$ cat config.mk
export PLATFORM = sky130hd
export DESIGN_NAME = modulo_mux_scan_param
export DESIGN_NICKNAME = d
export VERILOG_FILES = /design/src/rtl/modulo_mux_scan_param.sv
export SDC_FILE = /design/constraint.sdc
export NUM_CORES = 1
export LEC_CHECK = 0
export BUFFER_PORTS_ARGS = -buffer_cell sky130_fd_sc_hd__buf_4
export CAP_MARGIN = 0
export CORE_MARGIN = 8
export CORE_UTILIZATION = 55
export CTS_CLUSTER_SIZE = 20
export DETAILED_ROUTE_END_ITERATION = 7
export PLACE_DENSITY = 0.76
export SKIP_LAST_GASP = 1
export SYNTH_ARGS = -nofsm -noshare
export SYNTH_HDL_FRONTEND = slang
export SYNTH_SLANG_ARGS = --single-unit
$ cat constraint.sdc
create_clock -name clk -period 6.6 [get_ports clk]
set_clock_uncertainty 0.15 [all_clocks]
set_input_delay 0.33 -clock clk [delete_from_list [all_inputs] [get_ports clk]]
set_output_delay 0.33 -clock clk [all_outputs]
set_load 0.02 [all_outputs]
$ cat src/rtl/modulo_mux_scan_param.sv
// N:1 bit selector (registered, index i -> A[N_INPUTS-1-i]) with a serial valid/ready scanner over a snapshot of A.
// Latency: direct mode 1 cycle; scan element valid DWELL cycles after it loads, one element per DWELL+1 cycles at full rate.
// Backpressure: out/idx/out_valid held while out_ready is low; no drop, no timeout. Optional parity element via SCAN_MUX_PARITY_EN.
module modulo_mux_scan_param #(
  parameter int N_INPUTS = 36,
  parameter int SEL_W    = 6,
  parameter int DWELL    = 1
) (
  input  logic                clk,
  input  logic                reset,
  input  logic                mode,
  input  logic [N_INPUTS-1:0] A,
  input  logic [SEL_W-1:0]    input_sel,
  input  logic                start,
  output logic                out,
  output logic                out_valid,
  input  logic                out_ready,
  output logic [SEL_W-1:0]    idx,
  output logic                busy,
  output logic                done
);

`ifdef SCAN_MUX_PARITY_EN
  // Extra element after the data bits carries the XOR of the snapshot.
  localparam int LAST = N_INPUTS;
`else
  localparam int LAST = N_INPUTS - 1;
`endif
  // Dwell counter only needs to reach DWELL-1.
  localparam int DW_W = (DWELL > 1) ? $clog2(DWELL) : 1;

  typedef enum logic [1:0] {
    IDLE       = 2'd0,
    DWELL_WAIT = 2'd1,
    PRESENT    = 2'd2,
    DONE       = 2'd3
  } state_t;

  state_t              state;
  logic [N_INPUTS-1:0] shadow;
  logic [DW_W-1:0]     dwell;
  logic                dir_bit;
  logic                nxt_bit;
  logic [SEL_W-1:0]    nxt_idx;

  // Direct-mode mux; out-of-range selects fall through to 0.
  always_comb begin
    dir_bit = 1'b0;
    for (int i = 0; i < N_INPUTS; i++) begin
      if (input_sel == SEL_W'(i)) dir_bit = A[N_INPUTS-1-i];
    end
  end

  // Bit of the snapshot for the element that loads on the next handshake.
  always_comb begin
    nxt_idx = idx + SEL_W'(1);
    nxt_bit = 1'b0;
    for (int i = 0; i < N_INPUTS; i++) begin
      if (nxt_idx == SEL_W'(i)) nxt_bit = shadow[N_INPUTS-1-i];
    end
`ifdef SCAN_MUX_PARITY_EN
    if (nxt_idx == SEL_W'(N_INPUTS)) nxt_bit = ^shadow;
`endif
  end

  // Scanner FSM with all outputs registered.
  always_ff @(posedge clk) begin
    if (reset) begin
      state     <= IDLE;
      out       <= 1'b0;
      out_valid <= 1'b0;
      idx       <= '0;
      busy      <= 1'b0;
      done      <= 1'b0;
      shadow    <= '0;
      dwell     <= '0;
    end else begin
      case (state)
        IDLE: begin
          out_valid <= 1'b0;
          busy      <= 1'b0;
          done      <= 1'b0;
          if (!mode) begin
            idx <= input_sel;
            out <= dir_bit;
          end else if (start) begin
            // Element 0 is taken straight from A since shadow loads on this same edge.
            shadow <= A;
            idx    <= '0;
            out    <= A[N_INPUTS-1];
            busy   <= 1'b1;
            dwell  <= '0;
            state  <= DWELL_WAIT;
          end
        end
        DWELL_WAIT: begin
          if (dwell == DW_W'(DWELL - 1)) begin
            out_valid <= 1'b1;
            state     <= PRESENT;
          end else begin
            dwell <= dwell + DW_W'(1);
          end
        end
        PRESENT: begin
          // out_valid is always high here, so out_ready alone completes the handshake.
          if (out_ready) begin
            out_valid <= 1'b0;
            if (idx == SEL_W'(LAST)) begin
              done  <= 1'b1;
              state <= DONE;
            end else begin
              idx   <= nxt_idx;
              out   <= nxt_bit;
              dwell <= '0;
              state <= DWELL_WAIT;
            end
          end
        end
        DONE: begin
          done  <= 1'b0;
          busy  <= 1'b0;
          state <= IDLE;
        end
        default: state <= IDLE;
      endcase
    end
  end

endmodule

==> run metrics <==
result of the run finished clean; Post-Syn Nets 537; register area 961 um2; startpoint types register; post-layout min period 3.19 ns; final worst path period share between 40% and 50%; total core area roughly 0.0062 mm2; CP delay by family, top simple AND/OR/NAND/NOR gates; first-pass GRT wire length about 18 mm; ANT nets after route 0; WHS Path Cells 3; Worst path max stage delay approximately 0.74 ns; post-CTS resize count 0; IO buf count 56; Global Route Usage Sum around 24%; H-tree depth 2; share of the yosys chip area belonging to registers about 28%; die height around 96 um; P_leak approximately 1.5 nW; clock root buffer clkbuf_8; YS warnings 0; CP most frequent cell o211ai_1; vias in the first global route roughly 3300; Worst-path clk slew 0.09 ns; EDFF count, synth 0; CTS tree done; DR iter-0 viols 355; synthesized cell area 0.00349 mm2; num rows 29; slack of the worst reg-to-reg path roughly 3.4 ns; Crit-path slowest cell ha_1; worst reg2reg path endpoint out; fmax between 0.3 and 0.4 GHz; r2r worst-path depth 8; DRT Pass-1 Iters 5; WL final roughly 11 mm; Critical R2R Launch idx[1]; Worst Setup End Kind register; DRC errors left 0; Syn Area/Cell about 7.3 um2; placed instance count 580; clock latency at the later pin of the worst-skew pair between 0.3 and 0.4 ns; CTS Hold Bufs 0; I/O pin cnt 57; Final WS setup 3.41 ns; Initial Util a little under three fifths; Filler cells a little over 600; Worst Tran Pin Value ~0.77 ns; initial antenna violation count 0; Ant. Diodes 0; Finish-stage setup viols 0; TritonCTS Buffers 5; Setup CP Type reg2reg; RePlAce Congestion 0.995; Buf/Inv on CP 0; Cells after Synth slightly below 500; Post-synth ARST share 0%; Critical Path AT 3.27 ns; DP Worst Slack ~3.5 ns; commonest non-fill, non-tap cell in the layout nand2_1; dpl hpwl between 8 and 9 mm; GRT overflow 0; Setup Fix Bufs, Post-CTS 0; Die Footprint between 0.009 and 0.01 mm2; most frequent cells in the layout 97 x nand2_1, 67 x a21oi_1, 58 x buf_4; layout net count roughly 570; Fin. Hold Viols 0; crit-path cells ha_1 > or2b_1 > nor4_2 > nor2_2 > o21a_1 > o211ai_1 > a21oi_1 > o211ai_1; power per cell area ~270 mW/mm2; area occupied by multi-input gates approximately 0.0023 mm2; Cell variety after synth between 70 and 80; CP max FO 20; worst path required time 6.69 ns; Num Clock Sinks 48; die width roughly 96 um; unrepaired setup endpoints after global routing no; max-cap violation count 0; hold-critical path endpoint shadow[34]; Layout area overhead 12.3%; clock buffer depth 2; final non-filler cell total 587; Yosys reg bits 48; Primary FF master, synth dfxtp_1; Max Transition Viols Final 0; share of layout cells above drive strength 1 18.0%; worst hold path type in2reg; largest net degree at the start of global routing between 40 and 50; Final Core Density between 60% and 70%; DR WL/cell about 19 um; vias 3692; Slew HR just under 50%; setup_tns 0 ns; Hold Startpoint A[34]; drt via density between 6 and 7; worst vdd ir between 150 and 200 uV
[worst reg2reg max path, delay by kind of cell (launching register included)]
kind,cells,cell delay (ns)
and+or+nand+nor,3,1.13
adders and majority gates,1,0.75
DFF,1,0.62
AOI/OAI and AO/OA,4,0.46
[state kept, by name, indices dropped and copies added, names as in the netlist]
signal,count
busy,1
done,1
idx,6
out,1
out_valid,1
shadow,36
state,2
[report_power, final]
part           total [mW]  switching (mW)  internal [mW]
registers           0.394          0.0651          0.329
logic               0.505           0.304          0.201
clock network       0.177           0.105         0.0721
total                1.08           0.474          0.602
[logic make-up (layout without fill, tap and decap cells)]
kind of cell,after synthesis,after routing,share of synthesized area (%)
buffers and inverters,56,85,7.41
xor gates and xnor gates,3,3,0.967
muxes,11,11,3.33
AOI/OAI and AO/OA,152,152,28.8
and+or+nand+nor,202,202,28.7
DFF,48,48,27.5
adders and majority gates,9,9,3.22
[cell type report]
cell class,count,area share [%]
repair buffers,58,11.1
flip-flops and latches,48,24.5
clock inverters,2,0.319
clock buffers,5,1.75
inverters,20,1.91
multi-input cells,377,58.0
well taps,77,2.46
[through the flow]
stage	area, um2	power, mW	hold WS (ns)
floorplan	3490	0.756	0.283
global placement	3840	0.892	0.295
detailed placement	3840	0.894	0.301
CTS	3920	1.07	0.123
global route	3920	1.14	0.113
finish	3920	1.08	0.121
[how the worst max path moves through the flow]
stage               startpoint  endpoint  cells after the start  slack, ns
detailed placement      idx[1]       out                      8       3.49
finish                  idx[1]       out                      8       3.41
floorplan               idx[0]       out                     10       4.14
global placement        idx[1]       out                      8       3.52
CTS                     idx[1]       out                      8       3.45
global route            idx[0]       out                      8       3.15
[routing by layer]
metal,GRT usage (%),wire [um],up-vias
met2,38.6,5160,168
met4,5.76,152,0
met5,0,0,-
met3,4.37,828,13
met1,32.9,4920,1730
li1,-,-,1781
[synth_stat cells (all sizes together) (7+ instances only)]
master	count	area [um2]
o31ai	7	52.6
nor3	13	70.1
inv	19	71.3
a21oi	67	335
nand3	13	77.6
a211oi	7	52.6
o211ai	7	52.6
o21ai	10	50.1
nor2	31	119
ha	9	113
buf	19	120
clkbuf	17	63.8
dfxtp	48	961
nand2	97	364
Power figures use the tool's default switching activity.
